<file path="src/rtl/path_player.sv">
// path_player: replays a solved maze path from the move queue on its own
// position tracker and reports whether the walk lands on the goal in-grid.
module path_player #(
    parameter logic [3:0] START_X     = 4'd0,
    parameter logic [3:0] START_Y     = 4'd0,
    parameter logic [3:0] GOAL_X      = 4'd15,
    parameter logic [3:0] GOAL_Y      = 4'd15,
    parameter int         HOLD_CYCLES = 4
) (
    input  logic       clk,
    input  logic       rst,
    input  logic       start,
    input  logic       q_empty,
    input  logic [1:0] move,
    output logic       q_rd,
    output logic [3:0] pos_x,
    output logic [3:0] pos_y,
    output logic       step_valid,
    output logic [7:0] step_count,
    output logic       busy,
    output logic       done,
    output logic       error
);
    localparam int CW = (HOLD_CYCLES > 1) ? $clog2(HOLD_CYCLES) : 1;
    localparam logic [CW-1:0] HOLD_LAST = CW'(HOLD_CYCLES - 1);

    typedef enum logic [2:0] {IDLE, FETCH, WAIT, APPLY, HOLD, FINISH} state_t;

    state_t        state_q, state_d;
    logic [3:0]    x_q, x_d, y_q, y_d;
    logic [7:0]    cnt_q, cnt_d;
    logic [CW-1:0] hold_q, hold_d;
    logic [1:0]    mv_q, mv_d;
    logic          sv_q, sv_d, busy_q, busy_d, done_q, done_d, err_q, err_d;
    logic          on_x, inc, oob, off_goal;
    logic [3:0]    x_nx, y_nx;

    // move[1]^move[0] selects the x axis; move[0]=0 means increment
    assign on_x     = mv_q[1] ^ mv_q[0];
    assign inc      = ~mv_q[0];
    assign oob      = on_x ? (inc ? x_q == 4'd15 : x_q == 4'd0) : (inc ? y_q == 4'd15 : y_q == 4'd0);
    assign x_nx     = on_x ? (inc ? x_q + 4'd1 : x_q - 4'd1) : x_q;
    assign y_nx     = on_x ? y_q : (inc ? y_q + 4'd1 : y_q - 4'd1);
    assign off_goal = (x_q != GOAL_X) || (y_q != GOAL_Y);

    always_comb begin
        state_d = state_q;
        x_d     = x_q;
        y_d     = y_q;
        cnt_d   = cnt_q;
        hold_d  = hold_q;
        mv_d    = mv_q;
        sv_d    = 1'b0;
        busy_d  = busy_q;
        done_d  = done_q;
        err_d   = err_q;
        q_rd    = 1'b0;
        case (state_q)
            IDLE, FINISH: if (start) begin
                x_d     = START_X;
                y_d     = START_Y;
                cnt_d   = 8'd0;
                done_d  = 1'b0;
                err_d   = 1'b0;
                busy_d  = 1'b1;
                state_d = FETCH;
            end
            FETCH: begin
                q_rd    = ~q_empty;
                state_d = q_empty ? FINISH : WAIT;
            end
            WAIT: begin
                mv_d    = move;
                state_d = APPLY;
            end
            APPLY: if (oob) begin
                state_d = FINISH;
            end else begin
                x_d     = x_nx;
                y_d     = y_nx;
                cnt_d   = cnt_q + {7'd0, cnt_q != 8'hFF};
                sv_d    = 1'b1;
                hold_d  = '0;
                state_d = HOLD;
            end
            HOLD: begin
                hold_d  = hold_q + 1'b1;
                state_d = (hold_q == HOLD_LAST) ? FETCH : HOLD;
            end
            default: state_d = IDLE;
        endcase
        // pos is unchanged on every path into FINISH, so off_goal sees the final cell
        if (state_d == FINISH && state_q != FINISH) begin
            busy_d = 1'b0;
            done_d = 1'b1;
            err_d  = err_q | off_goal | (state_q == APPLY);
        end
    end

    always_ff @(posedge clk or posedge rst) begin
        if (rst) begin
            state_q <= IDLE;
            x_q     <= START_X;
            y_q     <= START_Y;
            cnt_q   <= 8'd0;
            hold_q  <= '0;
            mv_q    <= 2'b00;
            sv_q    <= 1'b0;
            busy_q  <= 1'b0;
            done_q  <= 1'b0;
            err_q   <= 1'b0;
        end else begin
            state_q <= state_d;
            x_q     <= x_d;
            y_q     <= y_d;
            cnt_q   <= cnt_d;
            hold_q  <= hold_d;
            mv_q    <= mv_d;
            sv_q    <= sv_d;
            busy_q  <= busy_d;
            done_q  <= done_d;
            err_q   <= err_d;
        end
    end

    assign pos_x      = x_q;
    assign pos_y      = y_q;
    assign step_count = cnt_q;
    assign step_valid = sv_q;
    assign busy       = busy_q;
    assign done       = done_q;
    assign error      = err_q;
endmodule

</file>
<file path="config.mk">
export PLATFORM = sky130hd
export DESIGN_NAME = path_player
export DESIGN_NICKNAME = d
export VERILOG_FILES = /design/src/rtl/path_player.sv
export SDC_FILE = /design/constraint.sdc
export NUM_CORES = 1
export LEC_CHECK = 0
export CORE_UTILIZATION = 52
export DETAILED_ROUTE_END_ITERATION = 8
export GPL_ROUTABILITY_DRIVEN = 0
export GPL_TIMING_DRIVEN = 0
export PLACE_DENSITY = 0.8
export SLEW_MARGIN = 20
export SYNTH_ARGS = -nofsm -noshare
export SYNTH_HDL_FRONTEND = slang
export SYNTH_SLANG_ARGS = --single-unit
</file>
<file path="constraint.sdc">
create_clock -name clk -period 3.2 [get_ports clk]
set_clock_uncertainty 0.15 [all_clocks]
set_input_delay 0.8 -clock clk [delete_from_list [all_inputs] [get_ports clk]]
set_output_delay 0.8 -clock clk [all_outputs]
set_load 0.02 [all_outputs]
</file>
**Word level (Yosys, flattened, before mapping)**

Index checks and enable logic that the tools add are counted.

- Multiply operators: 0
- Shift operators: 0
- Eq/ne operators: 17
- Add/subtract/negate cells: 6
- Bitwise logic cells: 4
- Reduce and logical (&&, ||, !) cells: 15
- Order comparisons: 0
- Divide/modulo/power cells: 0
- Mux-type cells: 32

Operators with widths:

| operator | count |
|---|---|
| $mux 4 | 7 |
| $mux 8 | 2 |
| $pmux 4 s2 | 2 |
| $pmux 8 s2 | 1 |
| $pmux 3 s5 | 1 |
| $mux 1 | 14 |
| $eq 3x3->1 const B | 3 |
| $mux 3 | 3 |
| $add 4x1->4 const B | 2 |
| $add 8x1->8 | 1 |
| $eq 4x4->1 const B | 2 |
| $logic_not 4->1 | 2 |
| $ne 2x2->1 const B | 4 |
| $ne 4x4->1 const B | 2 |
| $ne 8x8->1 const B | 1 |
| $reduce_and 4->1 | 2 |
| $reduce_bool 2->1 | 4 |
| $sub 4x1->4 const B | 2 |
| $eq 3x2->1 const B | 2 |
| $pmux 2 s2 | 1 |
| $reduce_and 2->1 | 2 |
| $eq 3x1->1 const B | 1 |
| $logic_not 3->1 | 1 |
| $ne 3x3->1 const B | 1 |
| 10 further kinds | 11 |

- Bits in read-only memories: 0
- Memories: 0
- Bits in latches: 0
- RAM bits: 0
- Output and inout port bits: 21
- Register bits after elaboration: 27

**Longest topological paths before layout**

Gate-level depths: netlist of run 1.

- Word-level depth: 9
- Depth in mapped cells: 7

**Least setup slack after synthesis of run 1**

OpenSTA, ideal clock, no wires.

- Path kind: input port to output port
- Start point: in q_empty
- End point: out q_rd
- Slack: 965 ps
- Arrival: 1285 ps
- Stages on the path: 1
- Required time: 2250 ps
- Cells stage by stage: nor3_1

- Word-level cells in the longest chain between the ends: 2

Ends and longest elaborated chain:

| item | RTL line | text |
|---|---|---|
| start, declared | 13 | `input logic q_empty,` |
| $not 1->1 | 69 | `q_rd = ~q_empty;` |
| $mux 1 | 58 | `case (state_q)` |
| end, declared | 15 | `output logic q_rd,` |

No other way between the ends.

**Final worst setup path of run 1**

Ends and elaborated chain as after synthesis.

==> flow_summary.yaml, run 1 <==
placed_design:
  port_buffers: 26
  postPlaceCellArea_mm2: 0.00184
  hpwl_um: 2350
detailed_routing:
  drt_first_pass_iters: 4
  wl_per_cell_um: 14.8
  wl_um: 3130
  drcViolationCount: 0
  num_vias: 1257
  routed_via_density: 5.96
  first_iter_violations: 19
  antenna_left: 0
global_routing:
  grt-ovfl-total: 0
  grt_antenna_before_repair: 0
  grt_max_degree: 28
  grt_use_total_pct: 21.7
  grt_pass1_wl_um: 5480
  grt_pass1_vias: 1244
clocking:
  cts.path.max_buffers: 2
  clk_pin_slew_ps: 160
  cts_buffers: 3
  cts-root-buf: "clkbuf_4"
  ctsHoldBuffers: 0
  cts_tree: "built"
  clock_latency_ps: 340
  post_cts_buffers: 0
  cts-htree-levels: 1
  cts_resized: 0
  clkSinkCount: 27
logic_synthesis:
  syn_nets: 165
  synthTopCellsByArea: "dfrtp_1 (44%), ha_1 (5.7%), mux2i_1 (4.5%)"
  synth_adder_area_share_pct: 8.28
  synth_warnings: 0
  ys_seq_elements: 27
  synth_simple_gate_area_share_pct: 19.4
  synth_xor_area_share_pct: 3.41
  yosys.area.top_type_share_pct: 43.8
  avgSynthCellArea_um2: 10.3
  ys_seq_area_share_pct: 43.8
  synth_top_family_by_area: "simple AND/OR/NAND/NOR gates"
  synthMuxAreaShare_pct: 6.74
  synth_commonest_cells: "dfrtp_1 (27), nand2_1 (15), nor2_1 (10)"
  synth_compound_area_share_pct: 15.6
  netlist_area_mm2: 0.00154
  synth_edf_count: 0
  synth_ff_type: "dfrtp_1"
  synthCells: 150
  synth_top_cell_by_area: "dfrtp_1"
  ys_types: 42
  yosysMostFrequentCell: "dfrtp_1"
  async_reset_ff_share_pct: 100
critical_path:
  path_class: "input pin to output pin"
  cp-end-kind: "output pin"
  reg2reg_depth: 6
  cp_max_fo: 4
  critPathLaunchType: "input pin"
  worst-endpoint-arrival_ps: 2070
  crit_required_ps: 2250
min_path:
  hold_path_class: "flop to flop"
  whs_path_depth: 1
floorplanning:
  start_util_pct: 55.4
  dieWidth_um: 56.4
  io_pins: 27
  fp.dieArea_mm2: 0.00319
  rows: 19
  die_y_um: 56.4
  core_area_mm2: 0.00278
timing:
  worst_pin_slew_ps: 556
  fin_tns_setup_ps: 0
  setup_viol: 0
  rsz0062_at_grt: "false"
  post-route-min-period_ps: 3020
  finalCritPeriodShare_pct: 94.2
  finalHoldViolations: 0
  max_slew_margin_pct: 62.9
  drv_slew: 0
  fmax_mhz: 332
  hold_slack_ps: 370
pwr:
  p_leak_nw: 0.840
  totalPowerFinal_w: 0.00184
  powerDensity_mw_per_mm2: 982
  peakVddDrop_uv: 601
layout:
  regArea_um2: 676
  nets: 196
  area_delta_synth_final_pct: 21.3
  finalInstanceArea_mm2: 0.00187
  drive_above_1_share_pct: 10.6
  n_fill_cell: 222
  multi_input_area_um2: 823
  diodes: 0
job:
  cap_violations: 0
run_status:
  status: "finished clean"
-- report_power, final --
part	total [W]	internal, W	leakage, nW	switching, W
Clock	0.000159	0.0000480	0.0139	0.000111
Combinational	0.00106	0.000496	0.471	0.000562
Sequential	0.000619	0.000468	0.355	0.000150
Total	0.00184	0.00101	0.840	0.000824
-- cells by family (layout without fill, tap and decap cells) --
family,Yosys count,in the layout
and+or+nand+nor,56,56
muxes,10,10
DFF,27,27
AOI/OAI and AO/OA,32,32
adders and majority gates,9,9
xor gates and xnor gates,6,6
buffers and inverters,10,40
-- state kept, by name, indices dropped and copies added (netlist names) --
name,cells
step_count,8
pos_x,4
pos_y,4
state_q,3
hold_q,2
mv_q,2
busy,1
done,1
error,1
step_valid,1
-- area by class of cell --
class | count | area share [%]
tap | 31 | 2.07
clock buffer | 3 | 1.20
sequential | 27 | 36.1
inverter | 5 | 1.00
multi-input combinational | 113 | 44.0
buffer | 5 | 1.27
timing repair buffer | 26 | 13.9
clock inverter | 1 | 0.401
-- worst max-delay path, stage by stage --
cell and delay, ps:
clkdlybuf4s50_1 460, nor3_1 180, clkdlybuf4s50_1 630
-- worst paths after layout --
| path | slack, ps | start | to |
|---|---|---|---|
| worst max-delay path | 180 | q_empty | q_rd |
| min in group asynchronous | 660 | rst | hold_q[0] |
| worst max register to register | 1180 | step_count[3] | step_count[7] |
| max in group asynchronous | 1870 | rst | pos_y[3] |
| worst min-delay path | 370 | error | error |
| worst min register to register | 370 | error | error |
-- routing by layer --
metal | up-vias | global-route usage [%] | wire length, µm
met5 | - | 0 | 0
met4 | 0 | 8.71 | 45
met3 | 5 | 2.76 | 75
met2 | 24 | 36.0 | 1570
met1 | 619 | 28.7 | 1440
li1 | 609 | - | -
-- cells in the final DEF (no fill, tap or decap), types with 4 or more instances in the layout --
| master | synthesis | layout |
|---|---|---|
| dfrtp_1 | 27 | 27 |
| clkdlybuf4s50_1 | 0 | 26 |
| nand2_1 | 15 | 15 |
| nor2_1 | 10 | 10 |
| mux2i_1 | 7 | 7 |
| ha_1 | 7 | 7 |
| o21ai_0 | 5 | 5 |
| a21o_1 | 5 | 5 |
| nor3_1 | 5 | 5 |
| nand3_1 | 4 | 4 |
| buf_2 | 4 | 4 |
| a21oi_1 | 4 | 4 |
-- metrics by stage --
stage / worst slack [ps] / std cells / util [%]
2_1_floorplan: 965 / 150 / -
3_3_place_gp: 189 / 207 / 66.2
3_5_place_dp: 194 / 207 / 66.2
4_1_cts: 175 / 211 / 67.3
5_1_grt: 121 / 211 / 67.3
6_report: 184 / 211 / 67.3
No activity file was read; power rests on OpenSTA's default activity.
==> run 2, diff against run 1 <==
Clock period 3.2 ns to 3.78 ns, I/O delays scaled along.
==> results of run 2 <==
The final DEF is identical to that of run 1. Status: finished clean.
Main changes from that run: setup slack after placement 194 ps -> 484 ps; setup slack after layout 184 ps -> 474 ps; register-to-register setup slack 1180 ps -> 1760 ps; total power 0.00184 W -> 0.00155 W; worst IR drop on VDD 601 µV -> 509 µV
==> run 3, diff against run 2 <==
Settings changed: CAP_MARGIN set to 40.
Clock period 3.78 ns to 3.95 ns, I/O delays scaled along.
==> flow_summary.yaml, run 3 (synthesis gave the netlist of run 1 again) <==
run_status:
  status: "finished clean"
layout:
  layout_common_cells: "dfrtp_1 (27), clkdlybuf4s50_1 (26), nand2_1 (15)"
  nets: 197
  final_common_cell: "dfrtp_1"
  fin_cells: 212
  largest_reg_flops: 8
  drive_above_1_share_pct: 10.5
  multi_input_area_um2: 823
  area_delta_synth_final_pct: 23.1
  regArea_um2: 676
  diodes: 0
  n_fill_cell: 225
floorplanning:
  rows: 19
  fp.dieArea_mm2: 0.00319
  core_area_mm2: 0.00278
  dieWidth_um: 56.4
  io_pins: 27
  die_y_um: 56.4
  start_util_pct: 55.4
detailed_routing:
  drcViolationCount: 0
  drt_first_pass_iters: 4
  num_vias: 1250
  wl_um: 3020
  wl_per_cell_um: 14.3
  routed_via_density: 5.90
  antenna_left: 0
  first_iter_violations: 40
timing:
  fmax_mhz: 294
  worst_pin_slew_ps: 433
  hold_slack_ps: 369
  drv_slew: 0
  max_slew_margin_pct: 70.9
  rsz0062_at_grt: "false"
  post-route-min-period_ps: 3400
  fin_tns_setup_ps: 0
  setup_viol: 0
  finalHoldViolations: 0
  finalCritPeriodShare_pct: 86.2
global_routing:
  grt_use_total_pct: 20.9
  grt_antenna_before_repair: 0
  grt_max_degree: 20
  grt-ovfl-total: 0
  grt_pass1_wl_um: 5280
  grt_pass1_vias: 1170
placed_design:
  dp_cells: 208
  hpwl_um: 2360
  port_buffers: 26
critical_path:
  cp-end-kind: "output pin"
  cp_top_family: "buffers and inverters"
  r2r-end: "step_count[7]"
  startpoint: "q_empty"
  crit-reg2reg-launch: "step_count[3]"
  crit_required_ps: 2810
  critPathLaunchType: "input pin"
  cp.depth: 3
  slowest_stage: "clkdlybuf4s50_1"
  path_class: "input pin to output pin"
  crit_buf_inv: 2
  ff2ff_setup_slack_ps: 1920
  max_stage_delay_ps: 630
  worstPathCellList: "clkdlybuf4s50_1, nor3_1, clkdlybuf4s50_1"
  crit_end: "q_rd"
  cp_common_cell: "clkdlybuf4s50_1"
  reg2reg_depth: 6
  cp_max_fo: 4
  worst-endpoint-arrival_ps: 2270
pwr:
  switchingPower_w: 0.000656
  powerDensity_mw_per_mm2: 779
  totalPowerFinal_w: 0.00148
  sw_frac_of_total_pct: 44.3
  p_seq_share_pct: 33.8
  p_leak_nw: 0.854
  pwr-share-clk_pct: 8.3
  p_int_w: 0.000823
  peakVddDrop_uv: 509
  comb_power_share_pct: 57.9
min_path:
  hold_path_class: "flop to flop"
clocking:
  clkSinkCount: 27
  cts_resized: 0
  cts.path.max_buffers: 2
  cts-root-buf: "clkbuf_4"
  ctsHoldBuffers: 0
  post_cts_buffers: 0
  cts-htree-levels: 1
  cts_buffers: 3
  cts_tree: "built"
  clk_pin_slew_ps: 150
  clock_latency_ps: 320
job:
  cap_violations: 0
## run 3: metal layers
| layer | share of wire (%) | track usage, % |
|---|---|---|
| met1 | 47 | 27.4 |
| met2 | 49 | 35.1 |
| met3 | 2.4 | 3.00 |
| met4 | 2.0 | 7.67 |
| met5 | 0 | 0 |
## run 3: worst min-delay path by stage
stage,from,to,cells after the start
after floorplan,hold_q[1],hold_q[1],2
after global placement,error,error,1
after detailed placement,error,error,1
after CTS,error,error,1
after global routing,error,error,1
final,error,error,1
## run 3: area by class of cell
cell class,instances,area share (%)
Multi-Input combinational cell,113,43.4
Sequential cell,27,35.6
Timing Repair Buffer,27,15.2
Tap cell,31,2.04
Buffer,5,1.25
Clock buffer,3,1.19
Inverter,5,0.989
Clock inverter,1,0.396
## run 3: worst reg2reg max path: stages, from the launching register on
cell and delay, ps:
dfrtp_1 480, nand4_1 150, or2_2 140, ha_1 170, nand3_1 200, or4_1 540, a21oi_1 140
## run 3: through the flow
step                      cell area [µm²]  utilization (%)  worst slack [ps]
final                                1900             68.2               546
after global routing                 1900             68.2               487
after CTS                            1900             68.2               537
after detailed placement             1870             67.2               556
after global placement               1840             66.2               564
after floorplan                      1540                -              1340
## run 3: power by group through the flow
stage                     Sequential, W  Combinational, W  Clock (W)
after global routing           0.000521          0.000939   0.000137
after CTS                      0.000500          0.000861   0.000131
after global placement         0.000499          0.000834          0
after floorplan                0.000563          0.000525          0
final                          0.000500          0.000856   0.000123
after detailed placement       0.000506          0.000859          0
